$ cat config.mk
export PLATFORM = sky130hd
export DESIGN_NAME = uart_div_ctrl
export DESIGN_NICKNAME = d
export VERILOG_FILES = /design/src/rtl/uart_div_pkg.sv /design/src/rtl/seq_divider.sv /design/src/rtl/uart_div_ctrl.sv
export SDC_FILE = /design/constraint.sdc
export NUM_CORES = 1
export LEC_CHECK = 0
export BUFFER_PORTS_ARGS = -buffer_cell sky130_fd_sc_hd__buf_4
export CORE_MARGIN = 2
export CORE_UTILIZATION = 63
export DETAILED_ROUTE_END_ITERATION = 10
export MAX_ROUTING_LAYER = met4
export PLACE_DENSITY = 0.92
export SKIP_CTS_REPAIR_TIMING = 1
export SYNTH_ARGS = -nofsm -noshare
export SYNTH_HDL_FRONTEND = slang
export SYNTH_SLANG_ARGS = --single-unit
$ cat constraint.sdc
create_clock -name clk -period 8.2 [get_ports clk]
set_input_delay 0.41 -clock clk [delete_from_list [all_inputs] [get_ports clk]]
set_output_delay 0.41 -clock clk [all_outputs]
set_load 0.005 [all_outputs]
$ cat src/rtl/uart_div_pkg.sv
// uart_div_pkg: shared FSM encoding, byte-count helper and default timeout for the UART divider.
package uart_div_pkg;
   typedef enum logic [1:0] {
      S_RX      = 2'd0,
      S_DIV     = 2'd1,
      S_TX_LOAD = 2'd2,
      S_TX_WAIT = 2'd3
   } state_t;
   localparam int TIMEOUT_DEF = 500000;
   function automatic int nb(input int w);
      return w / 8;
   endfunction
endpackage

$ cat src/rtl/seq_divider.sv
// seq_divider: unsigned restoring divider, one quotient bit per cycle; divisor 0 finishes in the start cycle.
module seq_divider
   import uart_div_pkg::*;
#(
   parameter int DATA_W = 16
) (
   input  logic              clk,
   input  logic              rst,
   input  logic              i_start,
   input  logic [DATA_W-1:0] i_dividend,
   input  logic [DATA_W-1:0] i_divisor,
   output logic              o_done,
   output logic              o_dz,
   output logic [DATA_W-1:0] o_quot,
   output logic [DATA_W-1:0] o_rem
);
   localparam int CW = $clog2(DATA_W);
   logic                r_run;
   logic [CW-1:0]       r_cnt;
   logic [2*DATA_W-1:0] r_pr;
   logic [DATA_W-1:0]   r_dvs;
   logic                w_first, w_zero, w_ge;
   logic [DATA_W-1:0]   w_dvs;
   logic [2*DATA_W-1:0] w_cur, w_step;
   logic [DATA_W:0]     w_hi, w_diff;
   // The first step works straight off the inputs so no load cycle is spent.
   assign w_first = i_start && !r_run;
   assign w_zero  = w_first && (i_divisor == '0);
   assign w_dvs   = w_first ? i_divisor : r_dvs;
   assign w_cur   = w_first ? {{DATA_W{1'b0}}, i_dividend} : r_pr;
   assign w_hi    = w_cur[2*DATA_W-1:DATA_W-1];
   assign w_diff  = w_hi - {1'b0, w_dvs};
   assign w_ge    = !w_diff[DATA_W];
   assign w_step  = {w_ge ? w_diff[DATA_W-1:0] : w_hi[DATA_W-1:0], w_cur[DATA_W-2:0], w_ge};
   assign o_done  = w_zero || (r_run && r_cnt == CW'(DATA_W-1));
   assign o_dz    = w_zero;
   assign o_quot  = w_zero ? '1 : w_step[DATA_W-1:0];
   assign o_rem   = w_zero ? i_dividend : w_step[2*DATA_W-1:DATA_W];
   always_ff @(posedge clk) begin
      if (!rst) begin
         r_run <= 1'b0;
         r_cnt <= '0;
         r_pr  <= '0;
         r_dvs <= '0;
      end else if (w_first && !w_zero) begin
         r_run <= 1'b1;
         r_cnt <= CW'(1);
         r_pr  <= w_step;
         r_dvs <= i_divisor;
      end else if (r_run) begin
         r_run <= r_cnt != CW'(DATA_W-1);
         r_cnt <= r_cnt + 1'b1;
         r_pr  <= w_step;
      end
   end
endmodule

$ cat src/rtl/uart_div_ctrl.sv
// uart_div_ctrl: gathers a dividend/divisor byte frame, divides, streams quotient and remainder back.
// Define UART_DIV_CHK_EN to append an XOR checksum byte to each response.
module uart_div_ctrl
   import uart_div_pkg::*;
#(
   parameter int DATA_W      = 16,
   parameter int TIMEOUT_CYC = TIMEOUT_DEF
) (
   input  logic              clk,
   input  logic              rst,
   input  logic              rx_valid,
   input  logic [7:0]        rx_data,
   input  logic              tx_busy,
   output logic              tx_start,
   output logic [7:0]        tx_data,
   output logic [DATA_W-1:0] quot,
   output logic [DATA_W-1:0] rem,
   output logic              div_zero,
   output logic              busy
);
   localparam int NB = nb(DATA_W);
`ifdef UART_DIV_CHK_EN
   localparam int NBYTES = 2*NB + 1;
`else
   localparam int NBYTES = 2*NB;
`endif
   localparam int IW = $clog2(NBYTES);
   state_t              r_state, w_nxt;
   logic [IW-1:0]       r_idx;
   logic [31:0]         r_to;
   logic                r_skip;
   logic [2*DATA_W-1:0] r_buf;
   logic [8*NBYTES-1:0] r_tx, w_tx_load;
   logic                w_div_start, w_div_done, w_div_dz;
   logic [DATA_W-1:0]   w_div_q, w_div_r;
   logic                w_rx_last, w_tx_last, w_tx_adv, w_timeout;
`ifdef UART_DIV_CHK_EN
   logic [7:0] w_chk;
   always_comb begin
      w_chk = '0;
      for (int i = 0; i < 2*NB; i++) w_chk ^= {w_div_r, w_div_q}[8*i +: 8];
   end
   assign w_tx_load = {w_chk, w_div_r, w_div_q};
`else
   assign w_tx_load = {w_div_r, w_div_q};
`endif
   assign w_rx_last   = r_idx == IW'(2*NB-1);
   assign w_tx_last   = r_idx == IW'(NBYTES-1);
   assign w_tx_adv    = r_state == S_TX_WAIT && !r_skip && !tx_busy;
   assign w_timeout   = TIMEOUT_CYC != 0 && r_to == 32'(TIMEOUT_CYC-1);
   assign w_div_start = r_state == S_DIV;
   assign busy        = r_state != S_RX;
   assign tx_data     = r_tx[7:0];
   seq_divider #(.DATA_W(DATA_W)) u_div (
      .clk        (clk),
      .rst        (rst),
      .i_start    (w_div_start),
      .i_dividend (r_buf[DATA_W-1:0]),
      .i_divisor  (r_buf[2*DATA_W-1:DATA_W]),
      .o_done     (w_div_done),
      .o_dz       (w_div_dz),
      .o_quot     (w_div_q),
      .o_rem      (w_div_r)
   );
   always_comb begin
      w_nxt    = r_state;
      tx_start = 1'b0;
      case (r_state)
         S_RX:      w_nxt = rx_valid && w_rx_last ? S_DIV : S_RX;
         S_DIV:     w_nxt = w_div_done ? S_TX_LOAD : S_DIV;
         S_TX_LOAD: begin
            tx_start = !tx_busy;
            w_nxt    = tx_busy ? S_TX_LOAD : S_TX_WAIT;
         end
         S_TX_WAIT: w_nxt = w_tx_adv ? (w_tx_last ? S_RX : S_TX_LOAD) : S_TX_WAIT;
         default:   w_nxt = S_RX;
      endcase
   end
   // Bytes shift in from the top so the first (LSB) byte ends at bit 0; responses shift out the same way.
   always_ff @(posedge clk) begin
      if (!rst) begin
         r_state  <= S_RX;
         r_idx    <= '0;
         r_to     <= '0;
         r_skip   <= 1'b0;
         r_buf    <= '0;
         r_tx     <= '0;
         quot     <= '0;
         rem      <= '0;
         div_zero <= 1'b0;
      end else begin
         r_state <= w_nxt;
         r_skip  <= tx_start;
         if (r_state == S_RX && rx_valid) begin
            r_buf <= {rx_data, r_buf[2*DATA_W-1:8]};
            r_idx <= w_rx_last ? '0 : r_idx + 1'b1;
            r_to  <= '0;
         end else if (r_state == S_RX && r_idx != '0 && TIMEOUT_CYC != 0) begin
            r_idx <= w_timeout ? '0 : r_idx;
            r_to  <= w_timeout ? '0 : r_to + 32'd1;
         end else if (w_tx_adv) begin
            r_idx <= w_tx_last ? '0 : r_idx + 1'b1;
            r_tx  <= r_tx >> 8;
         end
         if (r_state == S_DIV && w_div_done) begin
            quot     <= w_div_q;
            rem      <= w_div_r;
            div_zero <= w_div_dz;
            r_tx     <= w_tx_load;
         end
      end
   end
endmodule

Word-level counts from Yosys, hierarchy flattened:

Index checks and enable logic that the tools add are counted.

* register bits: 187
* input port bits: 12

* add/sub/neg operators: 4
* eq/ne operators: 10
* muxes and demuxes: 28
* bitwise logic cells: 1
* reductions and logical operators: 27

Operator list (number)
* $mux W32: 8
* $mux W16: 4
* $add A32 B1 Y32 const B: 1
* $eq A32 B19 Y1 const B: 1
* $sub A17 B16 Y17: 1
* $logic_not A16 Y1: 1
* $mux W2: 8
* $logic_and A1 B1 Y1: 10
* $pmux W2 S4: 1
* $reduce_bool A2 Y1: 4
* $mux W1: 7
* $eq A2 B2 Y1 const B: 3
* $logic_not A1 Y1: 5
* $add A4 B1 Y4 const B: 1
* $eq A4 B4 Y1 const B: 1
* $ne A2 B1 Y1 const B: 2
* $ne A4 B4 Y1 const B: 1
* $reduce_or A2 Y1: 2
* $ne A3 B3 Y1 const B: 1
* $reduce_and A3 Y1: 1
* $reduce_bool A3 Y1: 1
* $add A2 B1 Y2 const B: 1
* $eq A2 B1 Y1 const B: 1
* $logic_not A2 Y1: 1
* other kinds (3): 3

Longest topological paths before layout:

Gate-level depths: netlist (run 1).

* depth in word-level cells: 7
* depth in mapped cells: 19

Cells and area by module:

Synthesis (run 1) repeated with hierarchy kept, for this count alone.

* cells, all modules: 1132
* area, all modules: 9097.5 µm²

Modules (own cells, without submodules)
* uart_div_ctrl: times used 1, cells each 643, area each 5326.4 µm²
* seq_divider: times used 1, cells each 489, area each 3771.1 µm²

Least setup slack after synthesis (run 1):

OpenSTA, ideal clock, no wires.

* kind: reg2reg
* from: register r_state[0]
* to: register r_tx[28]
* arrival: 3739 ps
* setup slack: 4331 ps
* stages on the path, launching flop included: 20
* path buffers: 5
* clock period less this slack: 3869 ps
* cell sequence: dfxtp_1 > and2b_1 > nand2b_1 > buf_2 > buf_2 > buf_2 > buf_2 > nand2_1 > nand2_1 > ha_1 > inv_1 > fa_1 > a211oi_2 > nor3_2 > o2111a_1 > nor3_4 > nor2_2 > buf_6 > mux2i_1 > o211ai_1

* longest elaborated chain between the ends: 7

Ends and longest elaborated chain
* start, declared: RTL line uart_div_ctrl.sv:28 `state_t r_state, w_nxt;`
* start signal, assigned: RTL line uart_div_ctrl.sv:92 `r_state <= w_nxt;`
* $eq A2 B1 Y1: RTL line uart_div_ctrl.sv:51, uart_div_ctrl.sv:105
* $logic_and A1 B1 Y1: RTL line seq_divider.sv:27 `assign w_first = i_start && !r_run;`
* $mux W32 (tied with other cells): RTL line seq_divider.sv:30 `assign w_cur = w_first ? {{DATA_W{1'b0}}, i_dividend} : r_pr;`
* $sub A17 B16 Y17 or $logic_or A1 B1 Y1 (tied branches): RTL line seq_divider.sv:32, seq_divider.sv:35
* $mux W16 or $logic_and A1 B1 Y1 (tied branches): RTL line seq_divider.sv:34, uart_div_ctrl.sv:105
* $mux W16 (tied with other cells): RTL line seq_divider.sv:38 `assign o_rem = w_zero ? i_dividend : w_step[2*DATA_W-1:DATA_W];`
* $mux W32 or $reduce_and A3 Y1 (tied branches)
* end signal, assigned: RTL line uart_div_ctrl.sv:103 `r_tx <= r_tx >> 8;`
* end signal, assigned: RTL line uart_div_ctrl.sv:109 `r_tx <= w_tx_load;`
* end, declared: RTL line uart_div_ctrl.sv:33 `logic [8*NBYTES-1:0] r_tx, w_tx_load;`

Several ways; a longest one is shown, not always the timed one.
A chain may end at the register's enable or synchronous reset.

Final worst setup path (run 1):

* from: register r_state[1]
* to: register u_div.r_pr[27]

* longest elaborated chain between the ends: 7

Ends and longest elaborated chain
* $eq A2 B1 Y1 *: RTL line uart_div_ctrl.sv:51 `assign w_div_start = r_state == S_DIV;`
* $logic_and A1 B1 Y1 *: RTL line seq_divider.sv:27
* $mux W32 or $mux W16 (tied branches): RTL line seq_divider.sv:30, seq_divider.sv:29
* $sub A17 B16 Y17: RTL line seq_divider.sv:32 `assign w_diff = w_hi - {1'b0, w_dvs};`
* $mux W16: RTL line seq_divider.sv:34 `assign w_step = {w_ge ? w_diff[DATA_W-1:0] : w_hi[DATA_W-1:0], w_cur[DATA_W-2:0], w_ge};`
* $mux W32: RTL line seq_divider.sv:50 `end else if (r_run) begin`
* $mux W32: RTL line seq_divider.sv:45 `end else if (w_first && !w_zero) begin`
* end signal, assigned: RTL line seq_divider.sv:48 `r_pr <= w_step;`
* end signal, assigned: RTL line seq_divider.sv:53 `r_pr <= w_step;`
* end, declared: RTL line seq_divider.sv:20 `logic [2*DATA_W-1:0] r_pr;`

Mark *: on every way between the ends. The rest lies on a longest branch, timed or not. The select of a mux whose other input is x is not followed.

==> qor.csv, run 1 <==
metric,value,unit
status,completed,
grt_overflow,0,
period_needed,4.974,ns
worst_pin_slew,1.198,ns
hp-class,input port to flip-flop,
grt_pass1_vias,7405,
cts_buffer_depth,2,
drt.antenna.violating_nets,0,
finalHoldViolations,0,
grt_setup_unrepaired,false,
cp-end-kind,flip-flop,
initial_core_util,0.6404,
antenna_found_initial,0,
ir_drop,0.1658,mV
antennaDiodeCount,0,
crit_fanout,57,
rows,43,
cap_violations,0,
finClkSkew,0.008377,ns
clock_sinks,187,
syn_to_final_growth,10.71,%
startpoint,r_state[1]$_SDFF_PN0_,
drt-pass1-iter-count,8,
relSlewSlack,0.2016,
p_per_area,200.5,mW/mm^2
clkLatencyLatePin,0.44,ns
drtIter0Drc,941,
cts_root_buf,clkbuf_16,
place_area,0.009185,sq mm
gp_congestion,0.9536,
dp_hpwl,15.19,mm
synthFlopType,dfxtp_1,
max_clock_freq,201.0,MHz
syn_inst,1088,
wirelength,22.53,mm
stdcell_count,1290,
leakagePower,3.743,nW
h-tree-depth,4,
r2r_start,r_state[1]$_SDFF_PN0_,
via_count,8025,
synth_nets,1121,
numCtsBuffers,17,
yosysSeqAreaShare,0.4244,
wire_per_inst,17.46,um
ys_warn_count,0,
crit_required,8.48,ns
layout-drive-gt1-share,0.1027,
grt_max_degree,81,
fin_crit_sh,0.6066,
portBuffers,54,
tns,0,ns
dp_cells,1258,
dieArea,0.01496,sq mm
mappedNetlistArea,0.008821,sq mm
io_pins,55,
crit_type,flip-flop to flip-flop,
synth_edf_count,0,
viasPerCell,6.221,
final_max_slew_viol_count,0,
grt_pass1_wl,36.18,mm
cts_tree,built,
start_kind,flip-flop,
crit_arrival,5.25,ns
finalSetupViolCount,0,
syn_avg_cell_area,8.108,sq um
stdcell_area,0.009766,sq mm
core-area,0.01377,sq mm
worstHoldStart,rx_data[1],
grt_usage,0.3151,
clkSlewWorstSetupHoldPaths,0.07,ns
drc,0,
nNetsFinal,1130,
fp.dieH,122.3,um
synth-async-reset-ratio,0,
ys_types,63,
ys_ff_latch,187,
die_width,122.3,um
## per-layer routing
metal  routed length, um  track usage
met5                   0            -
met4                 986       0.1588
met3                1945      0.07807
met2               10520       0.4917
met1                9071       0.3795
## synth_stat cells (4+ instances only)
master | count | share of area
nand2_1 | 218 | 0.093
dfxtp_1 | 187 | 0.42
nor2_1 | 122 | 0.052
a21oi_1 | 71 | 0.040
nand3_1 | 43 | 0.024
clkbuf_1 | 42 | 0.018
o21ai_0 | 39 | 0.022
mux2i_1 | 32 | 0.036
xor2_1 | 32 | 0.032
a31oi_1 | 24 | 0.017
and2_1 | 22 | 0.016
ha_1 | 20 | 0.028
buf_2 | 19 | 0.011
a311oi_1 | 18 | 0.018
a22oi_1 | 16 | 0.014
nand4_1 | 14 | 0.0099
xnor2_1 | 14 | 0.014
nor4_1 | 12 | 0.0085
and3_1 | 10 | 0.0071
o211ai_1 | 10 | 0.0085
a211oi_1 | 8 | 0.0068
buf_4 | 8 | 0.0068
o21ai_1 | 8 | 0.0045
nand2b_1 | 7 | 0.0050
a21o_1 | 6 | 0.0051
inv_1 | 6 | 0.0026
nor3_1 | 6 | 0.0034
and4_1 | 5 | 0.0050
nor3b_1 | 5 | 0.0043
nor2_2 | 4 | 0.0028
o21bai_1 | 4 | 0.0034
## through the flow
stage / setup slack [ns] / hold WS (ns) / utilization / power, mW
after floorplan: 4.331 / 0.4248 / - / 1.110
after global placement: 3.576 / 0.4345 / 0.6669 / 1.151
after detailed placement: 3.382 / 0.4383 / 0.6669 / 1.155
after CTS: 3.354 / 0.2090 / 0.7090 / 1.955
after global routing: 2.953 / 0.2207 / 0.7090 / 2.015
final: 3.226 / 0.2180 / 0.7090 / 1.958
## power breakdown
part | internal [mW] | leakage (nW) | total, mW | switching [mW]
Sequential | 0.919 | 1.51 | 0.930 | 0.0118
Clock | 0.465 | 0.280 | 0.813 | 0.348
Combinational | 0.0727 | 1.95 | 0.215 | 0.142
Total | 1.46 | 3.74 | 1.96 | 0.502
## area by class of cell
class                           instances  area, sq um
Clock inverter                         10        116.4
Fill cell                            1111         4008
Multi-Input combinational cell        821         4717
Clock buffer                           22        464.2
Tap cell                              180        225.2
Timing Repair Buffer                   63        473.0
Inverter                                7        26.28
Sequential cell                       187         3744
## cell families after synthesis
family,Yosys count,synth area share
multiplexers,34,0.03887
buffers and inverters,80,0.04184
XOR/XNOR,46,0.04567
adder cells (fa/ha/maj),21,0.03064
flip-flops,187,0.4244
AO/OA/AOI/OAI,229,0.1653
AND/OR/NAND/NOR,491,0.2533
## path summary, 6_finish.rpt
kind | end | slack (ns) | depth (start not counted)
worst min-delay path | r_buf[25]$_SDFFE_PN0P_ | 0.22 | 3
worst min register to register | rem[6]$_SDFFE_PN0P_ | 0.44 | 2
worst max register to register | u_div.r_pr[27]$_SDFFE_PN0P_ | 3.23 | 14
worst max-delay path | u_div.r_pr[27]$_SDFFE_PN0P_ | 3.23 | 14
## critical path, stage by stage, from the launching register on
cell and delay, ns:
dfxtp_1 0.52, and2b_1 0.29, nand2b_2 0.09, buf_4 0.55
mux2i_1 0.38, ha_1 0.23, inv_1 0.06, fa_1 0.42
a211oi_2 0.29, nor3_2 0.09, o2111ai_1 0.32, a21oi_2 0.19
nor2_2 0.87, mux2i_1 0.39, a211oi_1 0.11
## layout by cell type, fill, tap and decap left out, types with 10 or more instances in the layout
cell type,count
a21oi_1,71
a22oi_1,16
a311oi_1,18
a31oi_1,24
and2_1,22
and3_1,10
buf_4,63
clkbuf_16,17
dfxtp_1,187
ha_1,20
mux2i_1,32
nand2_1,218
nand3_1,43
nand4_1,14
nor2_1,122
nor4_1,12
o211ai_1,10
o21ai_0,39
xnor2_1,14
xor2_1,32
## sequential cells by signal, summed over array words and instances (netlist names)
register     cells
u_div.r_dvs     16
r_state          2
u_div.r_cnt      4
r_skip           1
r_to            32
u_div.r_pr      32
r_tx            32
r_buf           32
rem             16
quot            16
div_zero         1
r_idx            2
u_div.r_run      1
(Power assumes the default switching activity.)
==> run 2: changes to the inputs <==
- ABC_AREA: not set -> 1
- CORE_UTILIZATION: 63 -> 61
- PLACE_DENSITY: 0.92 -> 0.9
- clock period: 8.2 -> 4.9 ns (I/O delays scaled with it)
==> run 2 against run 1 <==
Against the previous run:
- first-iteration DRC count increased by 38%
- area after synthesis grew 9.8%
- register-to-register slack got worse by 2.2 ns
- largest power group unchanged
==> qor.csv, run 2 <==
metric,value,unit
viasPerCell,5.924,
clkLatencyLatePin,0.45,ns
grt_overflow,0,
ff2ff_path_depth,21,
drt.antenna.violating_nets,0,
cts_buffer_depth,2,
start_kind,flip-flop,
drc,0,
syn_to_final_growth,10.89,%
final_cell_mix,"335 x nand2_1, 187 x dfxtp_1, 175 x a21oi_1, 170 x inv_1, 136 x o21ai_0",
worstHoldStart,rx_data[0],
cap_violations,0,
fillers,1307,
hp-class,input port to flip-flop,
seq_area,0.003744,sq mm
max_clock_freq,256.1,MHz
leakagePower,4.775,nW
mappedNetlistArea,0.009682,sq mm
ys_types,41,
rows,46,
ir_drop,0.3334,mV
grt_max_degree,100,
wl_met1,11.70,mm
ys_warn_count,0,
multiInputGateArea,0.004931,sq mm
total_power,3.838,mW
switching_share,0.3165,
p_clk_frac,0.389,
status,completed,
io_pins,55,
drt-pass1-iter-count,6,
wl_met2,12.42,mm
syn_avg_cell_area,6.752,sq um
holdWs,0.06882,ns
drtIter0Drc,1298,
syn_inst,1434,
yosys.area.top_type,dfxtp_1,
finClkSkew,0.01020,ns
fp.dieH,130.0,um
p_comb_frac,0.196,
whs_path_depth,3,
tns,0,ns
period_needed,3.905,ns
wl_met3,2.643,mm
core-area,0.01571,sq mm
dp_hpwl,19.31,mm
grt_setup_unrepaired,false,
cp-end-kind,flip-flop,
cts_root_buf,clkbuf_16,
antenna_found_initial,1,
crit_arrival,4.21,ns
yosys.area.top_type_share,0.3867,
worst_pin_slew,1.142,ns
yosysMostFrequentCell,nand2_1,
finalSetupViolCount,0,
switching_power,1.215,mW
ys_top_cells_by_count,"336 x nand2_1, 187 x dfxtp_1, 175 x a21oi_1",
r2r_start,u_div.r_run$_SDFF_PN0_,
dieArea,0.01690,sq mm
layout-drive-gt1-share,0.09952,
cts_tree,built,
synth-async-reset-ratio,0,
synth_edf_count,0,
min_delay_worst_endpoint,r_buf[24]$_SDFFE_PN0P_,
startpoint,u_div.r_run$_SDFF_PN0_,
rrSetupSlack,1.0,ns
grt_usage,0.3437,
place_area,0.01009,sq mm
cell_internal_pwr,2.623,mW
crit_required,5.20,ns
portBuffers,54,
layout_commonest_cell,nand2_1,
via_count,9916,
numCtsBuffers,17,
wire_per_inst,16.69,um
fin_crit_sh,0.7969,
crit_fanout,36,
rr_endpoint,rem[3]$_SDFFE_PN0P_,
synthFlopType,dfxtp_1,
grt_pass1_vias,8926,
nNetsFinal,1477,
gp_congestion,0.9764,
h-tree-depth,4,
clkSlewWorstSetupHoldPaths,0.07,ns
grt_pass1_wl,44.26,mm
relSlewSlack,0.2363,
synthTopCellsByArea,"dfxtp_1 39%, nand2_1 13%, a21oi_1 9.0%",
finalHoldViolations,0,
synth_nets,1467,
final_max_slew_viol_count,0,
wirelength,27.94,mm
topRoutingLayerUsed,met4,
ys_ff_latch,187,
yosysSeqAreaShare,0.3867,
die_width,130.0,um
crit_type,flip-flop to flip-flop,
pwr-share-seq,0.415,
clock_sinks,187,
initial_core_util,0.6162,
p_per_area,357.5,mW/mm^2
stdcell_area,0.01074,sq mm
[run 2: changes by cell type after synthesis, sizes merged, moves of 18 or more]
cell and delta:
a311oi -18, and2 -19, nor2 -44, or2 +18
xor2 -19, mux2i -32, nand2 +126, o21ai +89
a21oi +113, a31oi -23, inv +171, nand3 +61
[run 2: critical path: stages, from the launching register on]
cell     delay (ns)
dfxtp_1        0.49
inv_2          0.11
nand2_2        0.39
inv_4          0.24
or2_2          0.35
o21a_1         0.13
inv_1          0.06
ha_1           0.13
inv_1          0.08
fa_1           0.41
nand2_1        0.09
nand2_1        0.08
nand3_1        0.11
nand2_1        0.09
nand2_1        0.14
nand2_1        0.11
nand2_2        0.19
nand2_4        0.13
nand2_1        0.12
nand3_1        0.10
nand2_1        0.12
a21oi_1        0.07
[run 2: layer usage]
metal  vias to the layer above  track usage
met5                         -            -
met4                         0       0.1619
met3                        99      0.07544
met2                       528       0.5131
met1                      4567       0.4445
li1                       4722            -
[run 2: per-stage QoR]
step,setup slack (ns),cells,util
floorplan,1.946,1434,-
global placement,1.309,1640,0.6419
detailed placement,1.172,1640,0.6419
CTS,1.092,1672,0.6825
global route,0.6741,1674,0.6833
finish,0.9954,1674,0.6833
[run 2: cell type report]
type                            instances  area share
Inverter                              178     0.06246
Sequential cell                       187      0.3487
Timing Repair Buffer                   62     0.04475
Tap cell                              216     0.02517
Clock inverter                         14     0.01946
Antenna cell                            1   0.0002331
Multi-Input combinational cell        998      0.4593
Clock buffer                           18     0.03997
[run 2: cells by family (layout without fill, tap and decap cells)]
| logic type | Yosys count | after routing | synth area share |
|---|---|---|---|
| buffers and inverters | 249 | 272 | 0.1043 |
| other | 0 | 1 | 0 |
| DFF | 187 | 187 | 0.3867 |
| AOI/OAI and AO/OA | 347 | 347 | 0.1900 |
| and+or+nand+nor | 615 | 615 | 0.2776 |
| xor gates and xnor gates | 15 | 15 | 0.01357 |
| adders and majority gates | 21 | 21 | 0.02791 |
[run 2: worst max-delay path by stage]
| stage | endpoint | slack (ns) |
|---|---|---|
| after floorplan | r_tx[24]$_SDFFE_PN0P_ | 1.95 |
| after global placement | quot[0]$_SDFFE_PN0P_ | 1.31 |
| after detailed placement | quot[0]$_SDFFE_PN0P_ | 1.17 |
| after CTS | quot[0]$_SDFFE_PN0P_ | 1.09 |
| after global routing | quot[0]$_SDFFE_PN0P_ | 0.67 |
| final | rem[3]$_SDFFE_PN0P_ | 1.0 |
[run 2: power by group through the flow]
stage	Combinational, mW	Clock [mW]	Sequential [mW]
2_1_floorplan	0.563	0	1.62
3_3_place_gp	0.712	0	1.62
3_5_place_dp	0.729	0	1.62
4_1_cts	0.739	1.49	1.59
5_1_grt	0.854	1.55	1.60
6_report	0.753	1.49	1.59
==> run 3: changes to the inputs <==
- clock period: 4.9 -> 4 ns (I/O delays scaled with it)
==> run 3 against run 2 <==
Against the previous run:
- sequential share of layout area about the same
- sequential power up 23%
- highest routed layer unchanged
- sequential cell count unchanged
- critical path depth unchanged
- non-clock buffer count up 4
- first-iteration DRC count down 8.0%
- die area unchanged
- global-route usage up 0.57 points
- final area about the same
- hold slack worse by 0.034 ns
==> qor.csv, run 3 (synthesis gave the netlist of run 2 again) <==
metric,value,unit
crit_chain,nand2_1 -> inv_2 -> nand2_2 -> buf_4 -> o21a_1 -> inv_1 -> ha_1 -> inv_1 -> fa_1 -> nand2_1 -> nand2_1 -> nand3_1 -> nand2_1 -> nand2_1 -> nand2_1 -> nand2_2 -> nand2_4 -> nand2_1 -> nand3_1 -> nand2_1 -> a21oi_1,
whs_path_depth,3,
grt_setup_unrepaired,false,
fp.dieH,130.0,um
slowest_stage,dfxtp_1,
initial_core_util,0.6162,
nNetsFinal,1481,
relSlewSlack,0.2384,
status,completed,
crit_required,4.30,ns
cp-end-kind,flip-flop,
dp_slack,0.5400,ns
drc,0,
layout_setup_ws,0.3603,ns
crit_type,flip-flop to flip-flop,
fin_util,0.6830,
worst_pin_slew,1.138,ns
multiInputGateArea,0.004931,sq mm
ir_drop,0.3731,mV
grt_max_degree,97,
dp_hpwl,19.93,mm
clkLatencyLatePin,0.45,ns
max_clock_freq,274.7,MHz
grt_pass1_vias,8817,
via_count,9904,
crit_arrival,3.94,ns
layout_commonest_cell,nand2_1,
slowest_delay,0.42,ns
wirelength,28.53,mm
finalSetupViolCount,0,
finClkSkew,0.01420,ns
critPathMostFrequentCell,nand2_1,
tns,0,ns
hp-class,input port to flip-flop,
h-tree-depth,4,
syn_to_final_growth,10.84,%
portBuffers,54,
layout-drive-gt1-share,0.1027,
viasPerCell,5.902,
final_max_slew_viol_count,0,
drtIter0Drc,1194,
drt.antenna.violating_nets,0,
ff2ff_path_depth,21,
leakagePower,4.777,nW
gp_congestion,0.9711,
io_pins,55,
fin_crit_sh,0.9099,
wire_per_inst,17.00,um
p_per_area,432.1,mW/mm^2
rows,46,
dieArea,0.01690,sq mm
period_needed,3.640,ns
final_cell_mix,"335 x nand2_1, 187 x dfxtp_1, 175 x a21oi_1, 170 x inv_1, 136 x o21ai_0",
core-area,0.01571,sq mm
die_width,130.0,um
grt_overflow,0,
drt-pass1-iter-count,5,
numCtsBuffers,17,
grt_pass1_wl,44.76,mm
start_kind,flip-flop,
crit_fanout,46,
cap_violations,0,
holdWs,0.03481,ns
seq_area,0.003744,sq mm
cts_root_buf,clkbuf_16,
clock_sinks,187,
fillers,1342,
cts_tree,built,
grt_usage,0.3494,
finalHoldViolations,0,
cts_buffer_depth,2,
antenna_found_initial,1,
clkSlewWorstSetupHoldPaths,0.08,ns
[run 3: cell types whose count changed in the layout (fill, tap and decap cells not counted), sizes merged]
cell / previous run / this run
buf: 61 / 65
bufinv: 3 / 1
clkinv: 5 / 6
inv: 183 / 184
[run 3: critical path: cells and delay by family (launching register included)]
kind | cells | cell delay (ns)
buf+inv | 4 | 0.55
simple gates | 13 | 1.58
compound gates | 2 | 0.36
flops | 1 | 0.42
fa+ha+maj | 2 | 0.57
[run 3: final cells by class]
type / count / share of cell area
Clock buffer: 18 / 0.04092
Multi-Input combinational cell: 998 / 0.4595
Sequential cell: 187 / 0.3488
Tap cell: 216 / 0.02518
Timing Repair Buffer: 66 / 0.04640
Clock inverter: 14 / 0.01644
Antenna cell: 1 / 0.0002332
Inverter: 178 / 0.06249
[run 3: routing by layer]
metal  global-route usage  routed length, um  vias up  part of all wire
li1                     -                  -     4733                 -
met1               0.4470              11580     4511              0.41
met2               0.5494              13310      579              0.47
met3              0.08528               2880       81              0.10
met4               0.1056                758        0             0.027
met5                    -                  0        -                 0
[run 3: stage by stage]
step           instance area (sq um)  instances  total power [mW]
6_report                       10730       1678             4.637
5_1_grt                        10730       1678             4.826
4_1_cts                        10720       1676             4.611
3_5_place_dp                   10100       1644             2.896
3_3_place_gp                   10100       1644             2.879
2_1_floorplan                   9682       1434             2.668
[run 3: final timing paths]
check / endpoint / slack [ns] / startpoint
setup / recovery: rem[3]$_SDFFE_PN0P_ / 0.36 / r_state[0]$_SDFF_PN0_
hold reg to reg: quot[4]$_SDFFE_PN0P_ / 0.47 / quot[4]$_SDFFE_PN0P_
setup reg to reg: rem[3]$_SDFFE_PN0P_ / 0.36 / r_state[0]$_SDFF_PN0_
hold / removal: r_buf[28]$_SDFFE_PN0P_ / 0.03 / rx_data[4]
[run 3: report_power, final]
part	internal [mW]	switching (mW)
logic	0.289	0.648
clock network	0.914	0.835
registers	1.91	0.0367
